`src/rtl/if_fetch_if.sv`:
```
// Byte-wide unified memory read port between the fetch stage and memory.
interface if_fetch_if #(
  parameter int unsigned ADDR_WIDTH = 32
);
  logic [ADDR_WIDTH-1:0] mem_a;
  logic                  mem_rd;
  logic [7:0]            mem_din;

  modport master (output mem_a, output mem_rd, input mem_din);
  modport slave  (input mem_a, input mem_rd, output mem_din);
endinterface

```
`src/rtl/if_fetch.sv`:
```
// RV32I instruction fetch: owns the PC and assembles each instruction from
// four byte reads, presenting {pc, inst} to IF/ID under ctrl stall and EX redirect.
module if_fetch #(
  parameter int unsigned           ADDR_WIDTH = 32,
  parameter logic [ADDR_WIDTH-1:0] RESET_PC   = '0
) (
  input  logic                  clk_in,
  input  logic                  rst_in,
  input  logic                  rdy_in,
  input  logic [5:0]            stall,
  input  logic                  branch_flag_in,
  input  logic [ADDR_WIDTH-1:0] branch_target_in,
  if_fetch_if.master            mem,
  output logic [ADDR_WIDTH-1:0] if_pc_o,
  output logic [31:0]           if_inst_o,
  output logic                  if_valid_o,
  output logic                  stallreq_from_if
);

  typedef enum logic {
    FETCH,
    VALID
  } state_t;

  state_t                state;
  logic [ADDR_WIDTH-1:0] pc;
  logic [2:0]            cnt;
  logic [2:0][7:0]       byte_buf;
  logic                  stall_hi_unused;

  assign stall_hi_unused = |stall[5:2];

  // cnt sits at 4 while VALID, so mem_a already points at the next sequential word
  assign mem.mem_a        = pc + ADDR_WIDTH'(cnt);
  assign mem.mem_rd       = rdy_in & ~rst_in & (state == FETCH) & (cnt != 3'd4);
  assign stallreq_from_if = ~rst_in & (state == FETCH);

  always_ff @(posedge clk_in) begin
    if (rst_in) begin
      pc         <= RESET_PC;
      state      <= FETCH;
      cnt        <= '0;
      byte_buf   <= '0;
      if_pc_o    <= '0;
      if_inst_o  <= '0;
      if_valid_o <= 1'b0;
    end else if (rdy_in) begin
      if (branch_flag_in) begin
        pc         <= branch_target_in;
        state      <= FETCH;
        cnt        <= '0;
        if_valid_o <= 1'b0;
      end else begin
        case (state)
          FETCH: begin
            if (cnt == 3'd4) begin
              state      <= VALID;
              if_inst_o  <= {mem.mem_din, byte_buf[2], byte_buf[1], byte_buf[0]};
              if_pc_o    <= pc;
              if_valid_o <= 1'b1;
            end else begin
              if (cnt != 3'd0) begin
                byte_buf[2'(cnt - 3'd1)] <= mem.mem_din;
              end
              cnt <= cnt + 3'd1;
            end
          end
          VALID: begin
            if (!stall[0] && !stall[1]) begin
              pc         <= pc + ADDR_WIDTH'(4);
              state      <= FETCH;
              cnt        <= '0;
              if_valid_o <= 1'b0;
            end
          end
          default: state <= FETCH;
        endcase
      end
    end
  end

endmodule

```
`src/flat_wrapper.sv`:
```
// flat-port wrapper written by rule: the top's interface ports become plain ports
module if_fetch_flat 
#(
  parameter int unsigned           ADDR_WIDTH = 32,
  parameter logic [ADDR_WIDTH-1:0] RESET_PC   = '0
)
  (clk_in, rst_in, rdy_in, stall, branch_flag_in, branch_target_in, if_pc_o, if_inst_o, if_valid_o, stallreq_from_if, mem_mem_a, mem_mem_rd, mem_mem_din);
  if_fetch_if #(.ADDR_WIDTH(ADDR_WIDTH)) mem_i ();
  input  logic clk_in;
  input  logic rst_in;
  input  logic rdy_in;
  input  logic [5:0] stall;
  input  logic branch_flag_in;
  input  logic [ADDR_WIDTH-1:0] branch_target_in;
  output logic [ADDR_WIDTH-1:0] if_pc_o;
  output logic [31:0] if_inst_o;
  output logic if_valid_o;
  output logic stallreq_from_if;
  output wire logic [$bits(mem_i.mem_a)-1:0] mem_mem_a;
  output wire logic [$bits(mem_i.mem_rd)-1:0] mem_mem_rd;
  input wire logic [$bits(mem_i.mem_din)-1:0] mem_mem_din;
  assign mem_mem_a = mem_i.mem_a;
  assign mem_mem_rd = mem_i.mem_rd;
  assign mem_i.mem_din = mem_mem_din;
  if_fetch #(.ADDR_WIDTH(ADDR_WIDTH), .RESET_PC(RESET_PC)) u_core (.clk_in(clk_in), .rst_in(rst_in), .rdy_in(rdy_in), .stall(stall), .branch_flag_in(branch_flag_in), .branch_target_in(branch_target_in), .mem(mem_i), .if_pc_o(if_pc_o), .if_inst_o(if_inst_o), .if_valid_o(if_valid_o), .stallreq_from_if(stallreq_from_if));
endmodule
```
`config.mk`:
```
export PLATFORM = sky130hd
export DESIGN_NAME = if_fetch_flat
export DESIGN_NICKNAME = d
export VERILOG_FILES = /design/src/rtl/if_fetch_if.sv /design/src/rtl/if_fetch.sv /design/src/flat_wrapper.sv
export SDC_FILE = /design/constraint.sdc
export NUM_CORES = 1
export LEC_CHECK = 0
export BUFFER_PORTS_ARGS = -buffer_cell sky130_fd_sc_hd__buf_4
export CORE_ASPECT_RATIO = 1.1
export CORE_UTILIZATION = 35
export CTS_BUF_LIST = sky130_fd_sc_hd__clkbuf_8
export DETAILED_ROUTE_END_ITERATION = 12
export GPL_ROUTABILITY_DRIVEN = 0
export PLACE_DENSITY = 0.59
export SYNTH_ARGS = -nofsm -noshare
export SYNTH_HDL_FRONTEND = slang
export SYNTH_SLANG_ARGS = --single-unit
```
`constraint.sdc`:
```
create_clock -name clk_in -period 3 [get_ports clk_in]
set_clock_uncertainty 0.1 [all_clocks]
set_input_delay 0.45 -clock clk_in [delete_from_list [all_inputs] [get_ports clk_in]]
set_output_delay 0.45 -clock clk_in [all_outputs]
set_load 0.01 [all_outputs]
```
==> flow_summary.toml <==
[outcome]
outcome = "completed"

[synth]
synth_mux_area_share_pct = 0.337
synth_flop_cell = "dfxtp_1"
ys_seq_area_share_pct = 42.1
synth_top_area_share_pct = 42.1
synth_xor_area_share_pct = 4.57
synth.most_common_cell = "nand2_1"
synth_cell_type_count = 55
synth_area_leaders = "dfxtp_1 42%, nand2_1 12%, a21oi_1 9.2%, nand3_1 3.5%, clkbuf_1 2.8%"
synth_top_cell_by_area = "dfxtp_1"
synth-compound-area-share_pct = 18.1
netlist_instances = 777
postSynthNetCount = 837
synth_edf_count = 0
synth_simple_gate_area_share_pct = 27.4
yosysWarnings = 0
synth_fa_ha_area_share_pct = 2.23
synth.avg_cell_area_sq_um = 7.64
syn-cell-area_sq_um = 5940
ys_ff_latch = 125
synthTopCellsByCount = "197 x nand2_1, 125 x dfxtp_1, 109 x a21oi_1"
synth_top_family_by_area = "simple AND/OR/NAND/NOR gates"
async_reset_ff_share_pct = 0

[die]
dieArea_sq_um = 17500
rows = 49
dieWidth_um = 126
core-area_sq_um = 16500
io_pins = 149
die_h_um = 139
start_util_pct = 36.0

[cts]
cts_tree = "done"
clk_pin_slew_worst_paths_ns = 0.08
clockBufferDepth = 2
hold_buffers = 0
cts_htree_levels = 4
cts_root_buf = "clkbuf_8"
numCtsBuffers = 17
clock-sinks = 125
clk_latency_ns = 0.45

[global_routing]
grt_pass1_wl_mm = 28.7
antenna_found_initial = 0
grt_max_degree = 62
grt-ovfl-total = 0
grt_use_total_pct = 21.0
grt_pass1_vias = 5374

[sta]
final_max_slew_viol_count = 0
timing.hold.ws_ns = 0.147
finalCritPeriodShare_pct = 95.3
min_period_ns = 2.86
tightest_slew_ns = 0.651
slew_headroom_pct = 56.6
finalSetupViolations = 0
hold_viol_final = 0
fmax_ghz = 0.350
setup_slack_ns = 0.141

[placed_design]
portBuffers = 144
dp_hpwl_mm = 12.6
dp_slack_ns = 0.258
placed_area_sq_um = 7250
dp_cells = 1086

[final_layout]
nFillCells = 1769
fin_area_sq_um = 7680
nNetsFinal = 963
fin_cells = 1120
drive_gt1_share_pct = 24.8
antennaDiodeCount = 0
synthToLayoutAreaGrowth_pct = 29.3

[critical_path]
rr_startpoint = "u_core.pc[3]"
path_max_fanout = 7
cp-end-kind = "output pin"
cp-start-kind = "flip-flop"
arrival_ns = 2.31
startpoint = "u_core.pc[0]"
criticalPathCategory = "flip-flop to output pin"
required_ns = 2.45

[pwr]
peakVddDrop_mv = 0.241
switching_share_pct = 27.4
p_per_area_nw_per_um2 = 462
power.internal_uw = 2580
pwr-share-comb_pct = 9.2
power_frac_seq_pct = 48.6
power_switching_uw = 973
clock_power_share_pct = 42.2
p_leak_uw = 0.00301

[flow_run]
maxCapViolations = 0

[routing]
firstDrtPassIters = 5
post_drt_wl_per_cell_um = 16.3
vias = 5877
antenna_left = 0
drt-vias-per-instance = 5.25
initialDrtViolationCount = 386
drc = 0
drt-total-wl_mm = 18.3

[worst_hold_path]
hold_path_startpoint = "branch_target_in[0]"
hold_class = "primary input to flip-flop"
metrics by stage:
step	utilization (%)	setup TNS [ns]	total power [uW]
3_3_place_gp	43.9	0	2090
6_report	46.5	0	3550
5_1_grt	46.5	-0.00435	3700
3_5_place_dp	43.9	0	2090
2_1_floorplan	-	0	1930
4_1_cts	46.4	0	3590
repair_timing:
item,CTS,global route
resized for setup,5,5
endpoints found under the setup margin,10,18
pin swaps,1,3
setup buffers,0,2
state kept, by name, indices dropped and copies added (netlist names):
register and count:
u_core.cnt 3, u_core.if_pc_o 32, u_core.if_valid_o 1, u_core.if_inst_o 32, u_core.pc 32, u_core.byte_buf 24, u_core.state 1
kinds of logic (layout without fill, tap and decap cells):
logic type	Yosys count	count (layout)
AO/OA/AOI/OAI	182	182
adder cells (fa/ha/maj)	10	10
multiplexers	2	2
buffers and inverters	74	213
XOR/XNOR	31	31
AND/OR/NAND/NOR	353	353
flip-flops	125	125
critical path, cell delays in order (launching register included):
cell and delay, ns:
dfxtp_1 0.33, ha_2 0.19, fa_2 0.39, a21o_1 0.18
and3_4 0.21, and2_4 0.18, nand4_1 0.11, xnor2_1 0.12
buf_4 0.14
placed cells by master, fill, tap and decap left out, types with 4 or more instances in the layout:
cell type / netlist / final
xnor2_1: 13 / 13
a21oi_1: 109 / 109
nor3_1: 18 / 18
a32o_1: 6 / 6
nand2_1: 197 / 197
o31ai_1: 5 / 5
inv_6: 0 / 4
o21ai_0: 21 / 21
nor4_1: 8 / 8
xor2_1: 18 / 18
and3_1: 9 / 8
ha_1: 9 / 8
clkinv_4: 0 / 4
buf_4: 1 / 174
inv_1: 5 / 5
nand4_1: 16 / 16
a211oi_1: 9 / 9
clkbuf_8: 0 / 17
dfxtp_1: 125 / 122
a22o_1: 5 / 5
nand3_1: 41 / 41
nor2_1: 38 / 37
routing by layer:
metal  global-route usage, %  part of all wire (%)
met2                    34.5                    48
met3                    4.78                   5.8
met4                    6.53                   1.4
met1                    27.2                    44
met5                       0                     0
final timing paths:
check | to | slack, ns | cells past startpoint
worst max-delay path | mem_mem_a[28] | 0.14 | 8
worst min-delay path | u_core.pc[0] | 0.15 | 3
worst max register to register | u_core.pc[20] | 0.54 | 7
worst min register to register | u_core.if_inst_o[15] | 0.35 | 2
final cells by class:
class / count / area [sq um] / area share, %
clock buffer: 17 / 234 / 3.05
clock inverter: 15 / 163 / 2.12
inverter: 5 / 18.8 / 0.244
multi-input combinational: 578 / 3150 / 41.1
sequential: 125 / 2510 / 32.6
tap: 204 / 255 / 3.33
timing repair buffer: 176 / 1350 / 17.5
power by group through the flow:
stage	combinational [uW]	sequential, uW	clock, uW
floorplan	188	1740	0
global placement	327	1760	0
global route	356	1730	1610
detailed placement	327	1760	0
CTS	329	1720	1540
finish	327	1720	1500
(Power assumes the default switching activity.)
